## src/rtl/bsg_manycore_npa_to_eva.sv

```systemverilog
// bsg_manycore_npa_to_eva: maps a global NPA back to the byte EVA a vanilla
// core would issue; two-stage valid/ready pipe with an invalid-result counter.
module bsg_manycore_npa_to_eva #(
  parameter int addr_width_p = 28,
  parameter int x_cord_width_p = 7,
  parameter int y_cord_width_p = 7,
  parameter int pod_x_cord_width_p = 3,
  parameter int pod_y_cord_width_p = 4,
  parameter int num_tiles_x_p = 16,
  parameter int num_tiles_y_p = 8,
  parameter int num_vcache_rows_p = 1,
  parameter int vcache_block_size_in_words_p = 8,
  parameter int err_cnt_width_p = 16
) (
  input  logic clk_i,
  input  logic reset_i,
  input  logic [pod_x_cord_width_p-1:0] pod_x_i,
  input  logic [pod_y_cord_width_p-1:0] pod_y_i,
  input  logic v_i,
  input  logic [x_cord_width_p-1:0] x_cord_i,
  input  logic [y_cord_width_p-1:0] y_cord_i,
  input  logic [addr_width_p-1:0] epa_i,
  output logic ready_o,
  output logic v_o,
  output logic [31:0] eva_o,
  output logic is_dram_o,
  output logic is_invalid_o,
  input  logic yumi_i,
  output logic [err_cnt_width_p-1:0] err_count_o
);

  localparam int x_sub_w_lp = $clog2(num_tiles_x_p);
  localparam int y_sub_w_lp = $clog2(num_tiles_y_p);
  localparam int row_w_lp = $clog2(2*num_vcache_rows_p);
  localparam int off_w_lp = $clog2(vcache_block_size_in_words_p);
  // EPA bits that still fit once row and x_sub are spliced into the word
  localparam int keep_w_lp = 29 - row_w_lp - x_sub_w_lp;
  localparam int word_w_lp = addr_width_p + row_w_lp + x_sub_w_lp;

  typedef enum logic [1:0] {
    k_inv,
    k_tile,
    k_dram
  } kind_e;

  logic [pod_x_cord_width_p-1:0] pod_x;
  logic [pod_y_cord_width_p-1:0] pod_y;
  logic [pod_y_cord_width_p-1:0] pod_y_n;
  logic [pod_y_cord_width_p-1:0] pod_y_s;
  logic [x_sub_w_lp-1:0] x_sub;
  logic [y_sub_w_lp-1:0] y_sub;

  assign pod_x = x_cord_i[x_cord_width_p-1-:pod_x_cord_width_p];
  assign x_sub = x_cord_i[x_sub_w_lp-1:0];
  assign pod_y = y_cord_i[y_cord_width_p-1-:pod_y_cord_width_p];
  assign y_sub = y_cord_i[y_sub_w_lp-1:0];
  assign pod_y_n = pod_y_i - pod_y_cord_width_p'(1);
  assign pod_y_s = pod_y_i + pod_y_cord_width_p'(1);

  logic tile_hit, n_hit, s_hit;
  logic tile_bad, dram_bad;
  logic [row_w_lp-1:0] n_row, s_row;

  assign tile_hit = (pod_y == pod_y_i);
  assign tile_bad = ((epa_i >> 14) != '0)
                 || ((x_cord_i >> 7) != '0)
                 || ((y_cord_i >> 7) != '0);
  assign dram_bad = (epa_i >> keep_w_lp) != '0;

  always_comb begin
    n_hit = 1'b0;
    s_hit = 1'b0;
    n_row = '0;
    s_row = '0;
    for (int k = 0; k < num_vcache_rows_p; k++) begin
      if (y_sub == y_sub_w_lp'(num_tiles_y_p-1-k)) begin
        n_hit = 1'b1;
        n_row = row_w_lp'(2*k);
      end
      if (y_sub == y_sub_w_lp'(k)) begin
        s_hit = 1'b1;
        s_row = row_w_lp'(2*k+1);
      end
    end
    n_hit = n_hit && (pod_y == pod_y_n) && (pod_x == pod_x_i);
    s_hit = s_hit && (pod_y == pod_y_s) && (pod_x == pod_x_i);
  end

  kind_e kind_d;
  logic [row_w_lp-1:0] row_d;

  always_comb begin
    kind_d = k_inv;
    row_d = '0;
    unique case (1'b1)
      tile_hit: kind_d = tile_bad ? k_inv : k_tile;
      n_hit: begin
        kind_d = dram_bad ? k_inv : k_dram;
        row_d = n_row;
      end
      s_hit: begin
        kind_d = dram_bad ? k_inv : k_dram;
        row_d = s_row;
      end
      default: ;
    endcase
  end

  logic s1_v, s2_v, s2_adv;
  kind_e s1_kind;
  logic [row_w_lp-1:0] s1_row;
  logic [x_sub_w_lp-1:0] s1_x_sub;
  logic [6:0] s1_x, s1_y;
  logic [addr_width_p-1:0] s1_epa;

  logic [word_w_lp-1:0] dram_word;
  logic [31:0] eva_d;
  logic [31:0] eva_r;
  logic dram_r, inv_r;
  logic [err_cnt_width_p-1:0] err_cnt_r;

  assign s2_adv = !s2_v || yumi_i;
  assign ready_o = !s1_v || s2_adv;

  assign dram_word = {s1_epa[addr_width_p-1:off_w_lp], s1_row,
                      s1_x_sub, s1_epa[off_w_lp-1:0]};

  always_comb begin
    eva_d = '0;
    unique case (s1_kind)
      k_tile: eva_d = {2'b01, s1_y, s1_x, s1_epa[13:0], 2'b00};
      k_dram: eva_d = {1'b1, 29'(dram_word), 2'b00};
      default: ;
    endcase
  end

  always_ff @(posedge clk_i) begin
    if (!reset_i) begin
      s1_v <= 1'b0;
      s1_kind <= k_inv;
      s1_row <= '0;
      s1_x_sub <= '0;
      s1_x <= '0;
      s1_y <= '0;
      s1_epa <= '0;
      s2_v <= 1'b0;
      eva_r <= '0;
      dram_r <= 1'b0;
      inv_r <= 1'b0;
      err_cnt_r <= '0;
    end else begin
      if (ready_o) begin
        s1_v <= v_i;
        if (v_i) begin
          s1_kind <= kind_d;
          s1_row <= row_d;
          s1_x_sub <= x_sub;
          s1_x <= 7'(x_cord_i);
          s1_y <= 7'(y_cord_i);
          s1_epa <= epa_i;
        end
      end
      if (s2_adv) begin
        s2_v <= s1_v;
        if (s1_v) begin
          eva_r <= eva_d;
          dram_r <= (s1_kind == k_dram);
          inv_r <= (s1_kind == k_inv);
        end
      end
      if (yumi_i && s2_v && inv_r && !(&err_cnt_r))
        err_cnt_r <= err_cnt_r + 1'b1;
    end
  end

  assign v_o = s2_v;
  assign eva_o = eva_r;
  assign is_dram_o = dram_r;
  assign is_invalid_o = inv_r;
  assign err_count_o = err_cnt_r;

  always @(posedge clk_i) begin
    if (reset_i && yumi_i) assert (s2_v);
  end

endmodule

```

## config.mk

```make
export PLATFORM = sky130hd
export DESIGN_NAME = bsg_manycore_npa_to_eva
export DESIGN_NICKNAME = d
export VERILOG_FILES = /design/src/rtl/bsg_manycore_npa_to_eva.sv
export SDC_FILE = /design/constraint.sdc
export NUM_CORES = 1
export LEC_CHECK = 0
export CAP_MARGIN = 15
export CORE_MARGIN = 2
export CORE_UTILIZATION = 45
export CTS_BUF_LIST = sky130_fd_sc_hd__clkbuf_2 sky130_fd_sc_hd__clkbuf_4 sky130_fd_sc_hd__clkbuf_8
export DETAILED_ROUTE_END_ITERATION = 10
export PLACE_DENSITY = 0.78
export SLEW_MARGIN = 0
export SYNTH_ARGS = -nofsm -noshare
export SYNTH_HDL_FRONTEND = slang
export SYNTH_SLANG_ARGS = --single-unit
```

## constraint.sdc

```tcl
create_clock -name clk_i -period 1.5 [get_ports clk_i]
set_input_delay 0.15 -clock clk_i [delete_from_list [all_inputs] [get_ports clk_i]]
set_output_delay 0.15 -clock clk_i [all_outputs]
set_load 0.02 [all_outputs]
```

# Word level (Yosys, flattened, before mapping)
# Cells that the tools add are included.
# Widths: inputs -> output; s select.
dict set report word_totals {
  wordCells 49
  n_memories 0
  register_bits 97
  latchBits 0
  in_bits 53
  romBits 0
  mem_bits_rw 0
  out_inout_bits 52
}
dict set report op_classes {
  div 0
  order_cmp 0
  bitwise_logic 0
  eq_ne 7
  n_reduce_logical 20
  muxes 7
  n_addsub 3
  multipliers 0
  shift 0
}
# op n
set ops {}
lappend ops {{$pmux 32 s2} 1}
lappend ops {{$reduce_bool 28->1} 2}
lappend ops {{$add 16x1->16 const B} 1}
lappend ops {{$reduce_and 16->1} 1}
lappend ops {{$eq 4x4->1} 3}
lappend ops {{$logic_and 1x1->1} 7}
lappend ops {{$add 4x1->4 const B} 1}
lappend ops {{$mux 1} 4}
lappend ops {{$pmux 2 s2} 1}
lappend ops {{$reduce_and 2->1} 2}
lappend ops {{$sub 4x1->4 const B} 1}
lappend ops {{$eq 3x3->1} 1}
lappend ops {{$eq 3x3->1 const B} 1}
lappend ops {{$logic_not 1->1} 3}
lappend ops {{$logic_not 3->1} 1}
lappend ops {{$eq 2x1->1 const B} 1}
lappend ops {{$eq 2x2->1 const B} 1}
lappend ops {{$logic_not 2->1} 1}
lappend ops {{$logic_or 1x1->1} 2}
lappend ops {{$mux 2} 1}
lappend ops {{$reduce_or 2->1} 1}

# Depth between registers and ports, before layout
# Gate-level depths: netlist (run 1).
dict set report depth {
  word_depth 6
  depth_mapped 8
  depth_no_buf 7
}

# Least setup slack after synthesis (run 1)
# OpenSTA, ideal clock, no wires.
dict set report synth_path {
  path_type {reg2reg}
  startpoint {register err_cnt_r[0], in the netlist err_count_o[0]}
  endpoint {register err_cnt_r[6], in the netlist err_count_o[6]}
  path_stages_with_launch 8
  setup_time_ns 0.128
  n_path_buf 1
  required_ns 1.372
  synth_period_minus_slack_ns 1.712
  arrival_ns 1.584
  setup_slack_ns -0.212
  path_cell_list {dfxtp_1 ha_1 nand3_1 nor3_2 buf_2 a211oi_1 xnor2_1 nor2_1}
}
dict set report synth_via {
  elab_chain_cells 3
  word_cells_on_any_way 4
  cone_classes {add/sub (1); reduce/logical (3)}
}
# item line
set synth_lines {}
lappend synth_lines {{start: declaration} 120} ;# logic [err_cnt_width_p-1:0] err_cnt_r;
lappend synth_lines {{start signal: assignment} 172} ;# err_cnt_r <= err_cnt_r + 1'b1;
lappend synth_lines {{branches (longest 3 deep; another with $add 16x1->16)} n/a}
# Several ways; the timed one is not identified.
# A chain may end at the register's enable or synchronous reset.

# Worst setup path in the final report (run 1)
dict set report layout_path {
  startpoint {register err_cnt_r[0], in the netlist err_count_o[0]}
  endpoint {register err_cnt_r[9], in the netlist err_count_o[9]}
}
# Same word-level chain as after synthesis.

==> results of run 1 <==
[state kept, by name, indices dropped and copies added, names as in the netlist]
signal	flops
s1_row	1
s1_kind	2
s1_x_sub	3
s1_v	1
is_invalid_o	1
err_count_o	16
s1_y	7
s1_epa	24
s1_x	4
v_o	1
eva_o	30
[how the worst max path moves through the flow]
stage                                     start                     endpoint  cells after the start
detailed placement                   pod_y_i[0]      s1_kind[1]$_SDFFE_PN0P_                      8
finish              err_count_o[0]$_SDFFE_PN0P_  err_count_o[9]$_SDFFE_PN0P_                      6
global route        err_count_o[0]$_SDFFE_PN0P_  err_count_o[9]$_SDFFE_PN0P_                      6
CTS                 err_count_o[0]$_SDFFE_PN0P_  err_count_o[9]$_SDFFE_PN0P_                      6
floorplan                            pod_y_i[0]      s1_kind[1]$_SDFFE_PN0P_                      7
global placement                     pod_y_i[0]      s1_kind[1]$_SDFFE_PN0P_                      8
[power by group through the flow]
stage | Combinational [mW] | Sequential, mW | Clock [mW]
5_1_grt | 0.542 | 2.49 | 1.84
3_5_place_dp | 0.490 | 2.54 | 0
4_1_cts | 0.495 | 2.49 | 1.75
6_report | 0.498 | 2.48 | 1.73
3_3_place_gp | 0.481 | 2.54 | 0
2_1_floorplan | 0.215 | 2.53 | 0
[metrics by stage]
step	hold WS [ns]	worst slack, ns	area, µm²	power (mW)	setup TNS [ns]
after floorplan	0.267	-0.00927	3980	2.75	-0.00927
after global placement	0.442	-0.544	5430	3.02	-8.88
after detailed placement	0.447	-0.588	5430	3.03	-9.84
after CTS	0.228	-0.0510	5690	4.73	-0.153
after global routing	0.156	-0.147	5850	4.87	-1.35
final	0.132	-0.108	5850	4.71	-0.227
[cells by family (layout without fill, tap and decap cells)]
| logic type | after synthesis | after routing | synth area share, % |
|---|---|---|---|
| compound gates | 113 | 113 | 17.6 |
| mux | 2 | 2 | 0.507 |
| fa+ha+maj | 6 | 6 | 1.90 |
| flops | 90 | 90 | 45.6 |
| simple gates | 209 | 209 | 24.2 |
| xor+xnor | 24 | 24 | 5.51 |
| other cells | 1 | 2 | 0.0950 |
| buf+inv | 44 | 179 | 4.56 |
[area by class of cell]
cell class              count  area [µm²]
well taps                 108         135
fillers                   702        2740
flip-flops and latches     90        1830
multi-input cells         356        2140
clock buffers              10         138
repair buffers            157        1510
inverters                   6        22.5
clock inverters             6        71.3
[Yosys cell counts (4+ instances only)]
cell type / number
clkbuf_1: 25
a22oi_1: 4
xor2_1: 6
nor2_1: 25
nand3_1: 32
dfxtp_1: 90
ha_1: 6
a22o_1: 25
nand4_1: 6
a21oi_1: 75
buf_1: 7
nand2_1: 120
xnor2_1: 17
inv_1: 5
nor4_1: 5
[metal layers]
layer	wire, µm	global-route usage, %	vias up
met2	5300	37.5	100
li1	-	-	1928
met1	4440	25.3	1845
met5	0	0	-
met3	408	3.45	19
met4	216	9.51	0
[critical path, delay by kind of cell, from the launching register on]
kind / cells / cell delay [ns]
xor+xnor: 1 / 0.12
simple gates: 3 / 0.78
buf+inv: 1 / 0.09
compound gates: 1 / 0.16
flops: 1 / 0.36
[repair_timing]
item                                    in CTS  in global routing
endpoints found under the setup margin      28                 31
cloned                                       0                  1
pin swaps                                   10                 10
gates resized for setup                     38                 34
setup buffers                                1                  2
hold buffers                                 0                  0
==> results.cfg, run 1 <==
[run_status]
status = finished, violations left
violations = setup timing

[pwr]
internal_power_mw = 3.53
comb_power_share_pct = 10.6
switching_share_pct = 25.1
seqPwrFrac_pct = 52.7
ir_drop_mv = 0.573
power_density_mw_per_mm2 = 805
switching_power_mw = 1.18
clock_power_share_pct = 36.7
p_leak_nw = 2.39

[floorplanning]
io_pins = 105
fp.dieArea_mm2 = 0.00954
initial_core_util_pct = 46.0
die_y_um = 97.7
die-width_um = 97.7
core.rowCount = 34
core_mm2 = 0.00859

[setup_path]
r2r_cells = 6
crit_arrival_ns = 1.86
reg2reg_slack_ns = -0.11
critPathCaptureType = register
cp-start-kind = register
path_max_fanout = 3
cpPeakStageDelay_ns = 0.50
slowest_stage = or4b_4
critical_path_class = reg -> reg
worstReg2RegEnd = err_count_o[9]$_SDFFE_PN0P_
r2r_start = err_count_o[0]$_SDFFE_PN0P_
crit_required_ns = 1.75
worstPathCellList = buf_6 > and4_1 > or4b_4 > a21oi_4 > xnor2_2 > nor2_1

[hold_path]
holdPathStages = 3
min_from = epa_i[18]
hold_path.class = in -> reg
whs_endpoint = s1_epa[18]$_SDFFE_PN0P_

[logic_synthesis]
synth_top_cell_area_share_pct = 45.6
synth-warning-count = 0
syn_inst = 489
yosysSeqAreaShare_pct = 45.6
synth-edff-count = 0
synth.avg_cell_area_um2 = 8.08
synth_area_leader_cell = dfxtp_1
ys_top_cells_by_area = dfxtp_1 46%, nand2_1 11%, a21oi_1 9.5%
synth_cell_type_count = 44
syn_area_mm2 = 0.00395
synthArstFlopShare_pct = 0
synth_seq_cells = 90
synthFlopType = dfxtp_1

[clocking]
htreeDepth = 3
clock-sinks = 90
clkLatencyLatePin_ns = 0.35
numCtsBuffers = 9
cts_root_buf = clkbuf_8
cts_buffer_depth = 2
cts_tree = done
clk_pin_slew_ns = 0.09

[detailed_routing]
drc_errors = 0
via_count = 3892
wirelength_mm = 10.4
vias_per_cell = 5.31
drtIter0Drc = 195
routedWlPerCell_um = 14.1
ant_nets = 0
first_pass_iters = 4

[placement]
io_buffers = 102
dp_hpwl_mm = 7.39
routabilityCongestion = 0.886
placed_cells = 713

[global_route]
grt_pass1_wl_mm = 16.9
grt-ovfl-total = 0
antenna_found_initial = 0
grt_max_degree = 47
grt_pass1_vias = 3770
grt_use_total_pct = 21.2

[sta]
setup_viol = 6
finClkSkew_ns = 0.0134
setup_slack_ns = -0.108
rsz0062_at_grt = true
finalCritPeriodShare_pct = 107
min_period_ns = 1.61
hold_violations = 0
timing.fmax_mhz = 622
drv_slew = 0

[final_layout]
mostFrequentLayoutCells = 116 x nand2_1, 80 x dfxtp_1, 75 x a21oi_1
final_core_util_pct = 68.1
area_growth_pct = 48.2
stdcell_count = 733
final_common_cell = nand2_1
n_antenna_cell = 0
drive_gt1_share_pct = 18.4
fin_nets = 679

[flow_run]
maxCapViolations = 0
(Power assumes the default switching activity.)
==> run 2: changes to the inputs <==
--- a/config.mk
+++ b/config.mk
@@ -7,10 +7,10 @@
 export LEC_CHECK = 0
 export CAP_MARGIN = 15
 export CORE_MARGIN = 2
-export CORE_UTILIZATION = 45
+export CORE_UTILIZATION = 28
 export CTS_BUF_LIST = sky130_fd_sc_hd__clkbuf_2 sky130_fd_sc_hd__clkbuf_4 sky130_fd_sc_hd__clkbuf_8
 export DETAILED_ROUTE_END_ITERATION = 10
-export PLACE_DENSITY = 0.78
+export RECOVER_POWER = 25
 export SLEW_MARGIN = 0
 export SYNTH_ARGS = -nofsm -noshare
 export SYNTH_HDL_FRONTEND = slang
==> results.cfg, run 2 (synthesized netlist as in run 1, its figures left out) <==
[final_layout]
final_common_cell = nand2_1
fillers = 1399
fin_area_mm2 = 0.00587
mostFrequentLayoutCells = 116 x nand2_1, 78 x dfxtp_1, 71 x a21oi_1
largest_reg_flops = 30
n_antenna_cell = 0
fin_nets = 691
area_growth_pct = 48.7
drive_gt1_share_pct = 20.7

[setup_path]
worstPathCellList = buf_6 > and4_4 > or4b_4 > a21oi_2 > xnor2_1 > nor2_1
critPathCaptureType = register
cpPeakStageDelay_ns = 0.46
crit_arrival_ns = 1.80
path_max_fanout = 2
crit_family = simple AND/OR/NAND/NOR gates
crit_required_ns = 1.77
critical_path_class = reg -> reg
path_buf_inv = 1
cp-start-kind = register
slowest_stage = or4b_4

[detailed_routing]
drc_errors = 0
wirelength_mm = 11.6
first_pass_iters = 5
via_count = 3920
routedWlPerCell_um = 14.2
vias_per_cell = 4.80
drtIter0Drc = 218
ant_nets = 0

[sta]
hold_ws_ns = 0.337
setup_viol = 5
finalCritPeriodShare_pct = 102
drv_slew = 0
min_period_ns = 1.54
rsz0062_at_grt = true
timing.fmax_mhz = 651
setup_slack_ns = -0.0351
hold_violations = 0
finClkSkew_ns = 0.0173

[floorplanning]
initial_core_util_pct = 28.6
die-width_um = 123
fp.dieArea_mm2 = 0.0151
core_mm2 = 0.0138
die_y_um = 123
io_pins = 105
core.rowCount = 43

[clocking]
cts_root_buf = clkbuf_8
clk_pin_slew_ns = 0.10
clkLatencyLatePin_ns = 0.36
htreeDepth = 3
numCtsBuffers = 9
clock-sinks = 90
cts_buffer_depth = 2
cts_hold_buffers = 0
cts_tree = done

[placement]
routabilityCongestion = 0.842
dp_hpwl_mm = 8.40
io_buffers = 102
place_area_mm2 = 0.00563

[run_status]
status = finished, violations left
violations = setup timing

[pwr]
power_density_mw_per_mm2 = 782
p_leak_nw = 2.25
ir_drop_mv = 0.366

[hold_path]
hold_path.class = in -> reg

[global_route]
grt_pass1_wl_mm = 18.6
grt-ovfl-total = 0
grt_pass1_vias = 3898
grt_use_total_pct = 15.6
grt_max_degree = 41
antenna_found_initial = 0

[flow_run]
maxCapViolations = 0
[run 2: cell count changes in the layout (fill, tap and decap cells not counted), moves of 3 or more]
cell | previous run | this run
clkdlybuf4s50_1 | 73 | 52
buf_4 | 46 | 50
dfxtp_2 | 4 | 8
dlygate4sd2_1 | 16 | 21
buf_6 | 4 | 7
a21oi_2 | 0 | 4
buf_12 | 5 | 9
a21oi_1 | 75 | 71
clkbuf_1 | 0 | 26
dlymetal6s2s_1 | 10 | 0
[run 2: per-layer routing]
metal / vias to the layer above / GRT usage [%] / wire length, µm
met5: - / 0 / 0
met4: 0 / 5.03 / 131
met2: 111 / 27.1 / 5620
met3: 11 / 2.60 / 617
li1: 1954 / - / -
met1: 1844 / 19.7 / 5260
[run 2: path summary, 6_finish.rpt]
path	slack (ns)	to	cells past startpoint	start
max	-0.04	err_count_o[9]$_SDFFE_PN0P_	6	err_count_o[1]$_SDFFE_PN0P_
min	0.34	s1_epa[11]$_SDFFE_PN0P_	3	epa_i[11]
max reg2reg	-0.04	err_count_o[9]$_SDFFE_PN0P_	6	err_count_o[1]$_SDFFE_PN0P_
min reg2reg	0.46	s1_epa[22]$_SDFFE_PN0P_	2	s1_epa[22]$_SDFFE_PN0P_
[run 2: what timing repair did]
action / in CTS / in global routing
endpoints found under the setup margin: 35 / 57
resized for setup: 47 / 49
pin swaps: 13 / 15
setup buffers: 6 / 1
cloned: 1 / 0
[run 2: cell type report]
cell class	instances	area, µm²	area share (%)
multi-input cells	356	2150	36.6
flip-flops and latches	90	1830	31.1
repair buffers	169	1470	25.1
well taps	180	225	3.84
clock buffers	10	131	2.24
clock inverters	6	47.5	0.810
inverters	6	22.5	0.384
[run 2: per-stage QoR]
| stage | instances | power, mW | setup WS, ns | setup TNS (ns) | utilization [%] |
|---|---|---|---|---|---|
| 2_1_floorplan | 490 | 2.75 | -0.00927 | -0.00927 | - |
| 3_3_place_gp | 794 | 3.07 | -0.559 | -8.15 | 40.7 |
| 3_5_place_dp | 794 | 3.08 | -0.640 | -11.37 | 40.7 |
| 4_1_cts | 817 | 4.64 | -0.0379 | -0.0749 | 43.1 |
| 5_1_grt | 817 | 4.80 | -0.0880 | -0.685 | 42.5 |
| 6_report | 817 | 4.59 | -0.0351 | -0.137 | 42.5 |
[run 2: tightest hold or removal path: stages]
cell             delay, ns
clkdlybuf4s50_1       0.39
nand2_1               0.06
a21oi_1               0.05
[run 2: report_power, final]
| group | total (mW) | switching, mW | leakage [nW] | internal (mW) |
|---|---|---|---|---|
| Sequential | 2.48 | 0.0412 | 0.740 | 2.44 |
| Combinational | 0.552 | 0.259 | 1.41 | 0.293 |
| Clock | 1.55 | 0.912 | 0.0925 | 0.640 |
| Total | 4.59 | 1.21 | 2.25 | 3.38 |
==> run 3: changes to the inputs <==
--- a/config.mk
+++ b/config.mk
@@ -10,6 +10,7 @@
 export CORE_UTILIZATION = 28
 export CTS_BUF_LIST = sky130_fd_sc_hd__clkbuf_2 sky130_fd_sc_hd__clkbuf_4 sky130_fd_sc_hd__clkbuf_8
 export DETAILED_ROUTE_END_ITERATION = 10
+export PLACE_DENSITY = 0.58
 export RECOVER_POWER = 25
 export SLEW_MARGIN = 0
 export SYNTH_ARGS = -nofsm -noshare
==> constraint.sdc (replaced) <==
create_clock -name clk_i -period 1.7 [get_ports clk_i]
set_input_delay 0.17 -clock clk_i [delete_from_list [all_inputs] [get_ports clk_i]]
set_output_delay 0.17 -clock clk_i [all_outputs]
set_load 0.02 [all_outputs]
==> results.cfg, run 3 (synthesized netlist as in run 1, its figures left out) <==
[setup_path]
reg2reg_slack_ns = 0.10
critPathCaptureType = primary output
crit_arrival_ns = 1.46
r2r_cells = 4
cpPeakStageDelay_ns = 0.61
r2r_start = err_count_o[6]$_SDFFE_PN0P_
crit_required_ns = 1.53
critical_path_class = reg -> out
slowest_stage = clkdlybuf4s50_1
worstReg2RegEnd = err_count_o[14]$_SDFFE_PN0P_
cp-start-kind = register
path_max_fanout = 7
worstPathCellList = buf_4 > clkdlybuf4s50_1

[sta]
hold_violations = 0
finClkSkew_ns = 0.00793
timing.fmax_mhz = 613
min_period_ns = 1.63
setup_tns_ns = 0
rsz0062_at_grt = false
hold_ws_ns = 0.355
finalCritPeriodShare_pct = 96.0
drv_slew = 0
setup_viol = 0

[floorplanning]
initial_core_util_pct = 28.6
core_mm2 = 0.0138
fp.dieArea_mm2 = 0.0151
die_y_um = 123
io_pins = 105
core.rowCount = 43
die-width_um = 123

[clocking]
clock-sinks = 90
cts_tree = done
clk_pin_slew_ns = 0.09
numCtsBuffers = 9
clkLatencyLatePin_ns = 0.37
htreeDepth = 3
cts_buffer_depth = 2
cts_root_buf = clkbuf_8
cts_hold_buffers = 0
cts_setup_buffers = 0

[placement]
dp_hpwl_mm = 7.88
routabilityCongestion = 0.835
io_buffers = 102
place_area_mm2 = 0.00539

[detailed_routing]
ant_nets = 0
wl_met3_um = 597
top_layer_used = met5
met1_length_mm = 5.14
wirelength_mm = 10.8
drtIter0Drc = 111
via_count = 3726
routedWlPerCell_um = 13.7
route.met2.wl_mm = 4.93
first_pass_iters = 4
drc_errors = 0
vias_per_cell = 4.73

[final_layout]
largest_reg_flops = 30
drive_gt1_share_pct = 12.0
final_common_cell = nand2_1
final_core_util_pct = 40.8
fin_nets = 662
fillers = 1410
mostFrequentLayoutCells = 120 x nand2_1, 96 x clkdlybuf4s50_1, 88 x dfxtp_1
n_antenna_cell = 0
area_growth_pct = 42.7
fin_area_mm2 = 0.00564

[global_route]
grt_max_degree = 66
grt-ovfl-total = 0
antenna_found_initial = 1
grt_use_total_pct = 14.8
grt_pass1_wl_mm = 17.6
grt_pass1_vias = 3622

[pwr]
p_leak_nw = 2.00
ir_drop_mv = 0.305
internal_power_mw = 3.27
comb_power_share_pct = 10.1
clock_power_share_pct = 39.0
power_mw = 4.32
power_density_mw_per_mm2 = 766
switching_power_mw = 1.05
seqPwrFrac_pct = 50.8
switching_share_pct = 24.4

[hold_path]
whs_endpoint = s1_epa[9]$_SDFFE_PN0P_
holdPathStages = 3
hold_path.class = in -> reg
min_from = epa_i[9]

[flow_run]
maxCapViolations = 0

[run_status]
status = finished clean
[run 3: what timing repair did]
item                       in CTS  in global routing
cloned                          0                  0
resized for setup               6                 10
setup endpoints to repair       3                 17
pin swaps                       4                  1
[run 3: power by group through the flow]
stage | combinational, mW | clock (mW) | sequential, mW
floorplan | 0.190 | 0 | 2.24
global placement | 0.433 | 0 | 2.25
detailed placement | 0.440 | 0 | 2.25
CTS | 0.443 | 1.74 | 2.20
global route | 0.481 | 1.84 | 2.20
finish | 0.438 | 1.69 | 2.20
[run 3: worst max-delay path by stage]
stage                                            start                           to  slack [ns]  cells past startpoint
after floorplan            err_count_o[1]$_SDFFE_PN0P_  err_count_o[6]$_SDFFE_PN0P_       0.002                      7
after global placement                      pod_y_i[0]      s1_kind[1]$_SDFFE_PN0P_       -0.37                      8
after detailed placement                    pod_y_i[0]      s1_kind[1]$_SDFFE_PN0P_       -0.49                      8
after CTS                  err_count_o[1]$_SDFFE_PN0P_  err_count_o[2]$_SDFFE_PN0P_       0.003                      7
after global routing                  v_o$_SDFFE_PN0P_       s1_epa[2]$_SDFFE_PN0P_       0.003                      6
final                     err_count_o[12]$_SDFFE_PN0P_              err_count_o[12]        0.07                      2
[run 3: area by class of cell]
type	count	area (µm²)	share of cell area [%]
tap	180	225	4.00
multi-input combinational	356	2000	35.5
clock inverter	6	93.8	1.67
clock buffer	10	138	2.44
inverter	6	22.5	0.400
sequential	90	1810	32.1
timing repair buffer	140	1350	23.9
[run 3: layer usage]
metal	GRT usage, %	vias up
li1	-	1903
met2	23.5	92
met5	0	-
met1	19.6	1719
met3	4.04	10
met4	4.74	2
[run 3: worst max-delay path: cells and delay by family (launching register included)]
family / cells / cell delay, ns
flops: 1 / 0.35
buf+inv: 2 / 0.76
[run 3: metrics by stage]
step                      std cells  setup slack (ns)
after floorplan                 490           0.00170
after global placement          772            -0.371
after detailed placement        772            -0.494
after CTS                       788           0.00339
after global routing            788           0.00294
final                           788            0.0685
